`src/rtl/cpu_ctrl_seq_if.sv`:
```
// cpu_ctrl_seq_if: fetch-to-sequencer handshake plus datapath control strobes
interface cpu_ctrl_seq_if #(parameter int DATA_W = 19, parameter int PC_W = 19);
  logic instr_valid, instr_ready;
  logic [4:0] op, funct;
  logic [DATA_W-1:0] a, b;
  logic [PC_W-1:0] pc_in;
  logic regwrite, resultsrc, alusrc, memwrite, registersrc;
  logic [1:0] immsrc, pc_sel;
  logic [4:0] alucontrol;
  logic [PC_W-1:0] ret_addr;
  logic ras_empty, ras_full, fault, retire;
  modport master (
    output instr_valid, op, funct, a, b, pc_in,
    input instr_ready, regwrite, resultsrc, alusrc, memwrite, registersrc,
    input immsrc, pc_sel, alucontrol, ret_addr, ras_empty, ras_full, fault, retire
  );
  modport slave (
    input instr_valid, op, funct, a, b, pc_in,
    output instr_ready, regwrite, resultsrc, alusrc, memwrite, registersrc,
    output immsrc, pc_sel, alucontrol, ret_addr, ras_empty, ras_full, fault, retire
  );
endinterface

```
`src/rtl/cpu_ctrl_seq.sv`:
```
// cpu_ctrl_seq: multi-cycle FETCH/DECODE/EXEC/MEM/WB sequencer with return-address stack; CTRL_RAS_WRAP_EN makes the stack circular
module cpu_ctrl_seq #(
  parameter int DATA_W = 19,
  parameter int PC_W = 19,
  parameter int RAS_DEPTH = 8
) (
  input logic clk,
  input logic rst,
  cpu_ctrl_seq_if.slave bus
);
  localparam int PW = $clog2(RAS_DEPTH);
`ifdef CTRL_RAS_WRAP_EN
  localparam bit WRAP = 1'b1;
`else
  localparam bit WRAP = 1'b0;
`endif
  typedef enum logic [2:0] {FETCH, DECODE, EXEC, MEM, WB, FAULT} state_t;
  state_t state_q, state_d;
  logic [4:0] op_q, op_d, alu_q, alu_d;
  logic [DATA_W-1:0] a_q, a_d, b_q, b_d;
  logic [PC_W-1:0] pc_q, pc_d;
  logic ready_q, ready_d, rw_q, rw_d, rs_q, rs_d, as_q, as_d, mw_q, mw_d, rgs_q, rgs_d;
  logic retire_q, retire_d, fault_q, fault_d;
  logic [1:0] imm_q, imm_d, psel_q, psel_d;
  logic [PC_W-1:0] ras_q [RAS_DEPTH];
  logic [PC_W-1:0] ras_d [RAS_DEPTH];
  logic [PW-1:0] ptr_q, ptr_d;
  logic [PW:0] cnt_q, cnt_d;
  logic empty, full, is_call, is_ret, is_ld, is_st, taken;
  assign empty = cnt_q == '0;
  assign full = cnt_q == (PW+1)'(RAS_DEPTH);
  assign is_call = op_q == 5'b01110;
  assign is_ret = op_q == 5'b10001;
  assign is_ld = op_q == 5'b01111;
  assign is_st = op_q == 5'b10000;
  assign taken = op_q == 5'b01011 || is_call || (op_q == 5'b01100 && a_q == b_q) || (op_q == 5'b01101 && a_q != b_q);
  // next state, latched instruction, stack update and the strobes the next state will present
  always_comb begin
    state_d = state_q;
    op_d = op_q;
    a_d = a_q;
    b_d = b_q;
    pc_d = pc_q;
    ready_d = 1'b0;
    rw_d = 1'b0;
    rs_d = 1'b0;
    as_d = 1'b0;
    mw_d = 1'b0;
    rgs_d = 1'b0;
    retire_d = 1'b0;
    imm_d = 2'b00;
    psel_d = 2'b00;
    alu_d = 5'b0;
    fault_d = fault_q;
    ras_d = ras_q;
    ptr_d = ptr_q;
    cnt_d = cnt_q;
    case (state_q)
      FETCH: begin
        ready_d = !(bus.instr_valid && ready_q);
        if (bus.instr_valid && ready_q) begin
          state_d = DECODE;
          op_d = bus.op;
          a_d = bus.a;
          b_d = bus.b;
          pc_d = bus.pc_in;
        end
      end
      DECODE: begin
        if (!WRAP && ((is_call && full) || (is_ret && empty))) begin
          state_d = FAULT;
          fault_d = 1'b1;
        end else begin
          state_d = EXEC;
          alu_d = op_q;
          imm_d = is_ld ? 2'b01 : is_st ? 2'b10 : (op_q >= 5'd11 && op_q <= 5'd14) ? 2'b11 : 2'b00;
          as_d = is_ld || is_st;
          rw_d = op_q >= 5'd1 && op_q <= 5'd10;
          psel_d = taken ? 2'b01 : is_ret ? 2'b11 : 2'b00;
          retire_d = !(is_ld || is_st);
        end
      end
      EXEC: begin
        if (is_call) begin
          ras_d[ptr_q] = pc_q + PC_W'(1);
          ptr_d = ptr_q + PW'(1);
          cnt_d = full ? cnt_q : cnt_q + (PW+1)'(1);
        end
        if (is_ret && !empty) begin
          ptr_d = ptr_q - PW'(1);
          cnt_d = cnt_q - (PW+1)'(1);
        end
        state_d = (is_ld || is_st) ? MEM : FETCH;
        ready_d = !(is_ld || is_st);
        mw_d = is_st;
        rgs_d = is_st;
        rs_d = is_st;
        as_d = is_ld || is_st;
        retire_d = is_st;
      end
      MEM: begin
        state_d = is_ld ? WB : FETCH;
        ready_d = !is_ld;
        rw_d = is_ld;
        rs_d = is_ld;
        retire_d = is_ld;
      end
      WB: begin
        state_d = FETCH;
        ready_d = 1'b1;
      end
      default: state_d = FAULT;
    endcase
  end
  // sequencer state, registered outputs and stack storage
  always_ff @(posedge clk) begin
    if (rst) begin
      state_q <= FETCH;
      op_q <= '0;
      a_q <= '0;
      b_q <= '0;
      pc_q <= '0;
      ready_q <= 1'b1;
      rw_q <= 1'b0;
      rs_q <= 1'b0;
      as_q <= 1'b0;
      mw_q <= 1'b0;
      rgs_q <= 1'b0;
      retire_q <= 1'b0;
      imm_q <= '0;
      psel_q <= '0;
      alu_q <= '0;
      fault_q <= 1'b0;
      ras_q <= '{default: '0};
      ptr_q <= '0;
      cnt_q <= '0;
    end else begin
      state_q <= state_d;
      op_q <= op_d;
      a_q <= a_d;
      b_q <= b_d;
      pc_q <= pc_d;
      ready_q <= ready_d;
      rw_q <= rw_d;
      rs_q <= rs_d;
      as_q <= as_d;
      mw_q <= mw_d;
      rgs_q <= rgs_d;
      retire_q <= retire_d;
      imm_q <= imm_d;
      psel_q <= psel_d;
      alu_q <= alu_d;
      fault_q <= fault_d;
      ras_q <= ras_d;
      ptr_q <= ptr_d;
      cnt_q <= cnt_d;
    end
  end
  assign bus.instr_ready = ready_q;
  assign bus.regwrite = rw_q;
  assign bus.resultsrc = rs_q;
  assign bus.alusrc = as_q;
  assign bus.memwrite = mw_q;
  assign bus.registersrc = rgs_q;
  assign bus.immsrc = imm_q;
  assign bus.pc_sel = psel_q;
  assign bus.alucontrol = alu_q;
  assign bus.retire = retire_q;
  assign bus.fault = fault_q;
  assign bus.ras_empty = empty;
  assign bus.ras_full = full;
  assign bus.ret_addr = empty ? '0 : ras_q[ptr_q - PW'(1)];
endmodule

```
`src/flat_wrapper.sv`:
```
// flat-port wrapper written by rule: the top's interface ports become plain ports
module cpu_ctrl_seq_flat 
#(
  parameter int DATA_W = 19,
  parameter int PC_W = 19,
  parameter int RAS_DEPTH = 8
)
  (clk, rst, bus_instr_valid, bus_op, bus_funct, bus_a, bus_b, bus_pc_in, bus_instr_ready, bus_regwrite, bus_resultsrc, bus_alusrc, bus_memwrite, bus_registersrc, bus_immsrc, bus_pc_sel, bus_alucontrol, bus_ret_addr, bus_ras_empty, bus_ras_full, bus_fault, bus_retire);
  cpu_ctrl_seq_if #(.DATA_W(DATA_W), .PC_W(PC_W)) bus_i ();
  input logic clk;
  input logic rst;
  input wire logic [$bits(bus_i.instr_valid)-1:0] bus_instr_valid;
  input wire logic [$bits(bus_i.op)-1:0] bus_op;
  input wire logic [$bits(bus_i.funct)-1:0] bus_funct;
  input wire logic [$bits(bus_i.a)-1:0] bus_a;
  input wire logic [$bits(bus_i.b)-1:0] bus_b;
  input wire logic [$bits(bus_i.pc_in)-1:0] bus_pc_in;
  output wire logic [$bits(bus_i.instr_ready)-1:0] bus_instr_ready;
  output wire logic [$bits(bus_i.regwrite)-1:0] bus_regwrite;
  output wire logic [$bits(bus_i.resultsrc)-1:0] bus_resultsrc;
  output wire logic [$bits(bus_i.alusrc)-1:0] bus_alusrc;
  output wire logic [$bits(bus_i.memwrite)-1:0] bus_memwrite;
  output wire logic [$bits(bus_i.registersrc)-1:0] bus_registersrc;
  output wire logic [$bits(bus_i.immsrc)-1:0] bus_immsrc;
  output wire logic [$bits(bus_i.pc_sel)-1:0] bus_pc_sel;
  output wire logic [$bits(bus_i.alucontrol)-1:0] bus_alucontrol;
  output wire logic [$bits(bus_i.ret_addr)-1:0] bus_ret_addr;
  output wire logic [$bits(bus_i.ras_empty)-1:0] bus_ras_empty;
  output wire logic [$bits(bus_i.ras_full)-1:0] bus_ras_full;
  output wire logic [$bits(bus_i.fault)-1:0] bus_fault;
  output wire logic [$bits(bus_i.retire)-1:0] bus_retire;
  assign bus_i.instr_valid = bus_instr_valid;
  assign bus_i.op = bus_op;
  assign bus_i.funct = bus_funct;
  assign bus_i.a = bus_a;
  assign bus_i.b = bus_b;
  assign bus_i.pc_in = bus_pc_in;
  assign bus_instr_ready = bus_i.instr_ready;
  assign bus_regwrite = bus_i.regwrite;
  assign bus_resultsrc = bus_i.resultsrc;
  assign bus_alusrc = bus_i.alusrc;
  assign bus_memwrite = bus_i.memwrite;
  assign bus_registersrc = bus_i.registersrc;
  assign bus_immsrc = bus_i.immsrc;
  assign bus_pc_sel = bus_i.pc_sel;
  assign bus_alucontrol = bus_i.alucontrol;
  assign bus_ret_addr = bus_i.ret_addr;
  assign bus_ras_empty = bus_i.ras_empty;
  assign bus_ras_full = bus_i.ras_full;
  assign bus_fault = bus_i.fault;
  assign bus_retire = bus_i.retire;
  cpu_ctrl_seq #(.DATA_W(DATA_W), .PC_W(PC_W), .RAS_DEPTH(RAS_DEPTH)) u_core (.clk(clk), .rst(rst), .bus(bus_i));
endmodule
```
`config.mk`:
```
export PLATFORM = sky130hd
export DESIGN_NAME = cpu_ctrl_seq_flat
export DESIGN_NICKNAME = d
export VERILOG_FILES = /design/src/rtl/cpu_ctrl_seq_if.sv /design/src/rtl/cpu_ctrl_seq.sv /design/src/flat_wrapper.sv
export SDC_FILE = /design/constraint.sdc
export NUM_CORES = 1
export LEC_CHECK = 0
export CORE_MARGIN = 3
export CORE_UTILIZATION = 35
export DETAILED_ROUTE_END_ITERATION = 7
export PLACE_DENSITY = 0.55
export RECOVER_POWER = 50
export SLEW_MARGIN = 10
export SYNTH_ARGS = -nofsm -noshare
export SYNTH_HDL_FRONTEND = slang
export SYNTH_SLANG_ARGS = --single-unit
export TNS_END_PERCENT = 10
```
`constraint.sdc`:
```
create_clock -name clk -period 7.1 [get_ports clk]
set_input_delay 1.065 -clock clk [delete_from_list [all_inputs] [get_ports clk]]
set_output_delay 1.065 -clock clk [all_outputs]
set_load 0.05 [all_outputs]
```
==> flow_summary.ini <==
[power_and_ir_drop]
combPwrFrac_pct = 7.9
p_sw_share_pct = 24.2
p_leak_nw = 3.83
pwr_density_cell_mw_per_mm2 = 247
p_seq_share_pct = 46.3
ir_drop_uv = 195
internal_power_mw = 2.33
netSwitchingPower_uw = 741
clkPwrFrac_pct = 45.8

[drt]
wl_met1_um = 12700
drc = 0
viasPerCell = 5.03
vias = 7991
met3_length_um = 785
wl_per_cell_um = 16.1
antenna_left = 0
wl_met2_um = 11600
top_layer = met4
dr.pass1.iters = 4
postRouteWirelength_um = 25600
drt-initial-drc-count = 426

[yosys]
synth_area_mm2 = 0.0104
ys_async_sr_fraction_pct = 0
synth_fp_nets = 1204
ys.flop_type = dfxtp_1
post_synth_num_cell_types = 57
synth.top_cell.area_share_pct = 46.1
synth-seq-cells = 240
postSynthAreaPerCell_um2 = 9.24
ys_seq_area_share_pct = 46.1
synth.top_cells.by_area = dfxtp_1, a211oi_1, mux4_2
post-synth-top-area-cell = dfxtp_1
yosysWarnings = 0
synth_edf_count = 0
synthCells = 1128

[timing]
grt_setup_unrepaired = no
max-slew-margin-rel_pct = -51.8
slew_viol_final = 281
fin_skew_ns = 0.0157
hold_violations = 0
setup_slack_ns = 1.50
setup_tns_ns = 0
fmax_mhz = 179
finalCriticalPeriod_ns = 5.60
setup_viol = 0
worst_pin_slew_ns = 2.28
finalCritPeriodShare_pct = 78.8

[die]
dieHeight_um = 179
core_mm2 = 0.0290
die_area_mm2 = 0.0319
die_w_um = 179
top_level_ports = 108
start_util_pct = 35.9
num_rows = 62

[placed_design]
hpwlAfterDp_um = 15700
port_buffers = 102
dp_slack_ns = 1.96
place.gp.congestion = 0.761

[cells_and_area]
final_cell_mix = dfxtp_1, nand2_1, nor2_1
drive_gt1_share_pct = 9.63
final_common_cell = dfxtp_1
layout.nets = 1260
area_growth_pct = 18.9
n_antenna_cell = 0

[clock_network]
cts_buffers = 27
clkSinkCount = 240
cts_setup_buffers = 0
clock_latency_ns = 0.54
cts-root-buf = clkbuf_16
clk_pin_slew_worst_paths_ns = 0.06
htree_levels = 1
max-clock-path-buffers = 3
ctsResizeCount = 0
postCtsHoldBufs = 0
cts_tree = yes

[status]
status = complete, but fails checks
violations = capacitance limit, slew limit

[setup_path]
critPathLaunchType = flop
crit_path_end_kind = output port
required_ns = 6.03
critPathKind = flop to output port
arrival_ns = 4.53
critPathMaxFanout = 44
rr_worst_depth = 6
startpoint = u_core.ptr_q[0]
r2r-start = u_core.state_q[1]

[global_routing]
grt_max_degree = 145
grt.overflow.total = 0
track_usage_pct = 16.0
antenna_found_initial = 0
grt_pass1_wl_um = 41300
grt_pass1_vias = 7730

[min_path]
hold_start = u_core.a_q[6]
min_path_type = flop to flop
hold_depth = 2

[flow_run]
drv_cap = 9
-- metal layers --
layer / vias up / global-route usage (%)
li1: 4086 / -
met1: 3730 / 23.1
met2: 138 / 25.3
met3: 37 / 2.30
met4: 0 / 3.44
met5: - / 0
-- power groups by stage --
stage / combinational [mW] / clock [mW] / sequential [mW]
CTS: 0.247 / 1.44 / 1.42
global placement: 0.245 / 0 / 1.45
floorplan: 0.164 / 0 / 1.44
global route: 0.270 / 1.49 / 1.42
detailed placement: 0.246 / 0 / 1.45
finish: 0.243 / 1.40 / 1.42
-- stage by stage --
stage | area (um^2) | total power, mW | util (%) | hold slack [ns] | instances
final | 12400 | 3.07 | 42.7 | 0.466 | 1588
after global routing | 12400 | 3.18 | 42.7 | 0.489 | 1588
after CTS | 12500 | 3.11 | 43.1 | 0.466 | 1588
after detailed placement | 11600 | 1.70 | 40.0 | 0.459 | 1539
after global placement | 11600 | 1.69 | 40.0 | 0.456 | 1539
after floorplan | 10400 | 1.61 | - | 0.449 | 1128
-- registers in the layout (all words and copies together) (netlist names) --
register and flops:
u_core.bus.pc_sel 2, u_core.bus.resultsrc 1, u_core.bus.fault 1, u_core.a_q 19, u_core.bus.instr_ready 1, u_core.cnt_q 4
u_core.b_q 19, u_core.bus.alusrc 1, u_core.bus.registersrc 1, u_core.pc_q 19, u_core.ras_q 152, u_core.ptr_q 3
u_core.op_q 5, u_core.state_q 3, u_core.bus.retire 1, u_core.bus.regwrite 1, u_core.bus.alucontrol 5, u_core.bus.immsrc 2
-- logic make-up (layout without fill, tap and decap cells) --
| group | Yosys count | after routing | synth area share [%] |
|---|---|---|---|
| AO/OA/AOI/OAI | 259 | 259 | 16.9 |
| XOR/XNOR | 43 | 43 | 3.61 |
| adder cells (fa/ha/maj) | 6 | 6 | 0.792 |
| buffers and inverters | 99 | 175 | 4.61 |
| flip-flops | 240 | 240 | 46.1 |
| multiplexers | 52 | 52 | 9.57 |
| AND/OR/NAND/NOR | 429 | 429 | 18.4 |
-- cells in the mapped netlist (2+ instances only) --
master	n
a22oi_1	3
mux4_2	38
a211oi_1	130
nand4_1	9
and2_1	9
nor2_1	167
xnor2_1	33
a21oi_1	90
and3b_1	2
buf_4	3
nand2b_1	2
a21o_1	2
clkbuf_1	52
nor3b_1	2
nor3_4	4
inv_1	9
nand3_1	16
and3_1	5
mux2i_1	13
dfxtp_1	240
buf_6	9
or3_1	3
buf_1	5
a31oi_1	3
nor3_1	8
o21ai_0	10
buf_2	20
xor2_1	10
ha_1	5
a211oi_2	13
nand2_1	177
nor4_1	2
nor2b_1	5
nor2_2	6
-- area by class of cell --
type | instances | area [um^2]
clock buffer | 38 | 788
clock inverter | 11 | 119
fill | 2954 | 16600
inverter | 10 | 38.8
multi-input combinational | 789 | 5050
sequential | 240 | 4810
tap | 384 | 480
timing repair buffer | 116 | 1110
-- critical path, cell delays in order (launching register included) --
cell             delay (ns)
dfxtp_4                0.89
inv_1                  0.20
ha_2                   1.01
buf_4                  0.42
mux4_2                 0.25
nand2_1                0.06
a21oi_1                0.29
clkdlybuf4s50_1        0.87
-- worst paths after layout --
path	slack (ns)	endpoint
hold / removal	0.47	u_core.a_q[6]
setup reg to reg	2.85	u_core.ras_q[114]
hold reg to reg	0.47	u_core.a_q[6]
setup / recovery	1.50	bus_ret_addr[0]
(Power assumes the default switching activity.)
==> edit 1 (same settings) <==
Build with the macro `CTRL_RAS_WRAP_EN` defined.
--- a/src/rtl/cpu_ctrl_seq.sv
+++ b/src/rtl/cpu_ctrl_seq.sv
@@ -1,2 +1,4 @@
 // cpu_ctrl_seq: multi-cycle FETCH/DECODE/EXEC/MEM/WB sequencer with return-address stack; CTRL_RAS_WRAP_EN makes the stack circular
+`define CTRL_RAS_WRAP_EN
+
 module cpu_ctrl_seq #(
Formal check against the unedited RTL: not equivalent (a bounded check fails within 4 cycles, from zero or initial values and one cycle with rst high).
==> edit 1 against the unedited design <==
The run still ends with max-capacitance violations, max-slew violations left. Sequential cell count shrank 1. Cell count grew 5.2%. Synthesized area shrank 0.62%. Total power grew 4.2%. Wire length grew 9.6%. Non-clock buffer count is the same. Critical path type is now input pin to register. Worst setup slack gained 260 ps. Largest cell class unchanged. Design area grew 0.87%.
==> edit 1: results (changes against the unedited design) <==
status: finished, violations left
failing checks: max-capacitance violations, max-slew violations
Max VDD drop: 0.164 mV (-16%)
Total Wirelength: 28.0 mm (+9.6%)
synth top area cells: dfxtp_1 (46%), nand2_1 (12%), a21oi_1 (9.2%)
via count: 8544 (+6.9%)
Fillers: 2841 (-3.8%)
Worst slew margin: -219% (-170 points)
CP Max Fanout: 121 (+180%)
FFs & Latches: 239 (-0.42%)
#MultiIn Comb: 872 (+11%)
largest net degree at the start of global routing: 122 (-16%)
Setup Skew: 24.1 ps (+8.36 ps)
Synth Net Count: 1295 (+7.6%)
leakage: 4.17 nW (+8.9%)
r2r worst-path depth: 5 (-1)
RePlAce Congestion: 0.766 (+0.66%)
maxcap violations: 2 (-7)
Logic inverters: 9 (-1)
Slew Limit Fails: 174 (-38%)
area of the multi-input gates: 0.00510 mm^2 (+1.1%)
Setup WS pre-CTS: 2780 ps (+815 ps)
Data arrival, critical path: 5720 ps (+1190 ps)
Hold Path End: u_core.ras_q[142]$_SDFFE_PP0P_
initial DRC count: 633 (+49%)
All-Layer GR Usage: 17.7% (+1.7 points)
Unique masters post-synth: 53 (-7.0%)
dpl hpwl: 17.5 mm (+12%)
Worst R2R End: u_core.ras_q[36]$_SDFFE_PP0P_
reg2reg setup slack: 3860 ps (+1010 ps)
sequential share of cell area: 38.3% (-0.52 points)
worst hold path startpoint: u_core.ras_q[142]$_SDFFE_PP0P_
vias in the first global route: 8144 (+5.4%)
IO Port Bufs: 101 (-0.98%)
share of cells above drive strength 1: 8.63% (-1.0 points)
-- edit 1: cell count changes in the layout (fill, tap and decap cells not counted), moves of 10 or more --
cell	change
o21bai_1	+20
a211oi_1	-76
nand2_1	+141
a211oi_2	-10
nor2_1	-80
a21oi_1	+100
-- edit 1: stage by stage --
stage               instances  cell area (um^2)  hold WS (ps)
floorplan                1221             10400           429
global placement         1620             11500           436
detailed placement       1620             11500           441
CTS                      1670             12500           450
global route             1670             12500           461
finish                   1670             12500           449
-- edit 1: power breakdown --
group	switching (mW)	internal (mW)
Clock	0.560	0.944
Sequential	0.0426	1.38
Combinational	0.167	0.101
Total	0.770	2.43
-- edit 1: how the worst max path moves through the flow --
stage	start	to	slack (ps)	depth (start not counted)
CTS	u_core.ptr_q[1]$_SDFFE_PP0P_	bus_ret_addr[7]	2210	7
floorplan	u_core.ptr_q[1]$_SDFFE_PP0P_	bus_ret_addr[2]	3290	8
detailed placement	u_core.ptr_q[1]$_SDFFE_PP0P_	bus_ret_addr[7]	2780	7
global route	rst	u_core.ras_q[151]$_SDFFE_PP0P_	1400	4
global placement	u_core.ptr_q[1]$_SDFFE_PP0P_	bus_ret_addr[6]	2810	7
finish	rst	u_core.ras_q[18]$_SDFFE_PP0P_	1770	4
-- edit 1: routing by layer --
metal	routed length [um]	vias to the layer above	share of wire, %	track usage, %
met1	12700	3997	45	24.4
li1	-	4284	-	-
met5	0	-	0	0
met3	1740	38	6.2	3.17
met2	13100	225	47	29.0
met4	463	0	1.7	3.96
-- edit 1: kinds of logic after synthesis --
group	count (synthesis)	synth area share, %
multiplexers	44	8.90
flip-flops	239	46.2
XOR/XNOR	43	3.64
buffers and inverters	110	4.58
other	1	0.0362
AND/OR/NAND/NOR	498	20.4
AO/OA/AOI/OAI	282	15.8
adder cells (fa/ha/maj)	4	0.483
==> edit 2 (same flow settings) <==
Without the edit above. The 6 states of `state_t` get a one-hot encoding in 6 bits.
--- a/src/rtl/cpu_ctrl_seq.sv
+++ b/src/rtl/cpu_ctrl_seq.sv
@@ -16,3 +16,3 @@
 `endif
-  typedef enum logic [2:0] {FETCH, DECODE, EXEC, MEM, WB, FAULT} state_t;
+  typedef enum logic [5:0] {FETCH = 6'b000001, DECODE = 6'b000010, EXEC = 6'b000100, MEM = 6'b001000, WB = 6'b010000, FAULT = 6'b100000} state_t;
   state_t state_q, state_d;
Formal check against the unedited RTL: same outputs for any inputs over 10 cycles, from zero or initial values and one cycle with rst high; not proved beyond that.
==> edit 2 against the unedited design <==
The flow still finishes with violations (max-capacitance violations, max-slew violations). Design area up 1.2%. Worst setup slack worse by 42 ps. Wire length up 4.4%. Synthesized area up 0.30%. Total power down 1.1%. Via count up 0.85%. Sequential cell count up 3. Combinational power down 5%.
==> edit 2: results (changes against the unedited design) <==
M1 WL: 12.2 mm (-4.2%)
Seq/Total Area, Yosys: 46.5% (+0.44 points)
Unique masters post-synth: 55 (-3.5%)
crit path to: u_core.ras_q[69]$_SDFFE_PP0P_
Fin Hold WS: 457 ps (-8.75 ps)
Worst R2R End: u_core.ras_q[86]$_SDFFE_PP0P_
failing checks: max-capacitance violations, max-slew violations
maxcap violations: 3 (-6)
reg2reg setup slack: 4440 ps (+1590 ps)
RePlAce Congestion: 0.750 (-1.4%)
routed wl met2: 12.5 mm (+7.4%)
reg2reg start: u_core.op_q[2]$_SDFFE_PP0P_
Total Wirelength: 26.7 mm (+4.4%)
worst hold path startpoint: u_core.ras_q[96]$_SDFFE_PP0P_
All-Layer GR Usage: 16.7% (+0.77 points)
dpl hpwl: 16.5 mm (+5.3%)
Hold Path End: u_core.ras_q[96]$_SDFFE_PP0P_
Slew Limit Fails: 227 (-19%)
crit path from: rst
cell area power density: 242 mW/mm^2 (-2.3%)
first-pass GRT wire length: 42.8 mm (+3.7%)
Logic pwr share: 7.6% (-0.3 points)
CP Max Fanout: 74 (+68%)
synth top area cells: dfxtp_1 (47%), a211oi_1 (9.4%), mux4_2 (8.2%)
largest net degree at the start of global routing: 82 (-43%)
Critical-path top delay cell: clkbuf_1
most common library cells after synthesis: dfxtp_1 (243), nand2_1 (186), nor2_1 (165)
Vias/cell: 5.05 (+0.28%)
M2 GR Usage: 28.2% (+2.9 points)
status: finished, violations left
Max VDD drop: 0.165 mV (-15%)
edit 2: layout make-up:
class,instances,area share (%)
Tap cell,384,3.83
Clock buffer,39,6.15
Multi-Input combinational cell,794,41.1
Timing Repair Buffer,118,9.00
Inverter,14,0.419
Clock inverter,5,0.718
Sequential cell,243,38.8
edit 2: cells by family (layout without fill, tap and decap cells):
kind of cell               after synthesis  after routing  share of synthesized area [%]
xor gates and xnor gates                45             45                           3.77
and+or+nand+nor                        431            431                           18.9
adders and majority gates                6              6                          0.790
AOI/OAI and AO/OA                      262            262                           16.3
DFF                                    243            243                           46.5
muxes                                   50             50                           9.37
buffers and inverters                   98            176                           4.29
edit 2: worst max-delay path: cells and delay by family:
kind,cells,cell delay (ps)
compound gates,1,120
buf+inv,2,4670
edit 2: stage by stage:
step	area [um^2]	std cells	worst slack, ps
finish	12500	1597	1460
global route	12500	1597	899
CTS	12600	1597	1860
detailed placement	11700	1553	2440
global placement	11700	1553	2460
floorplan	10500	1135	2920
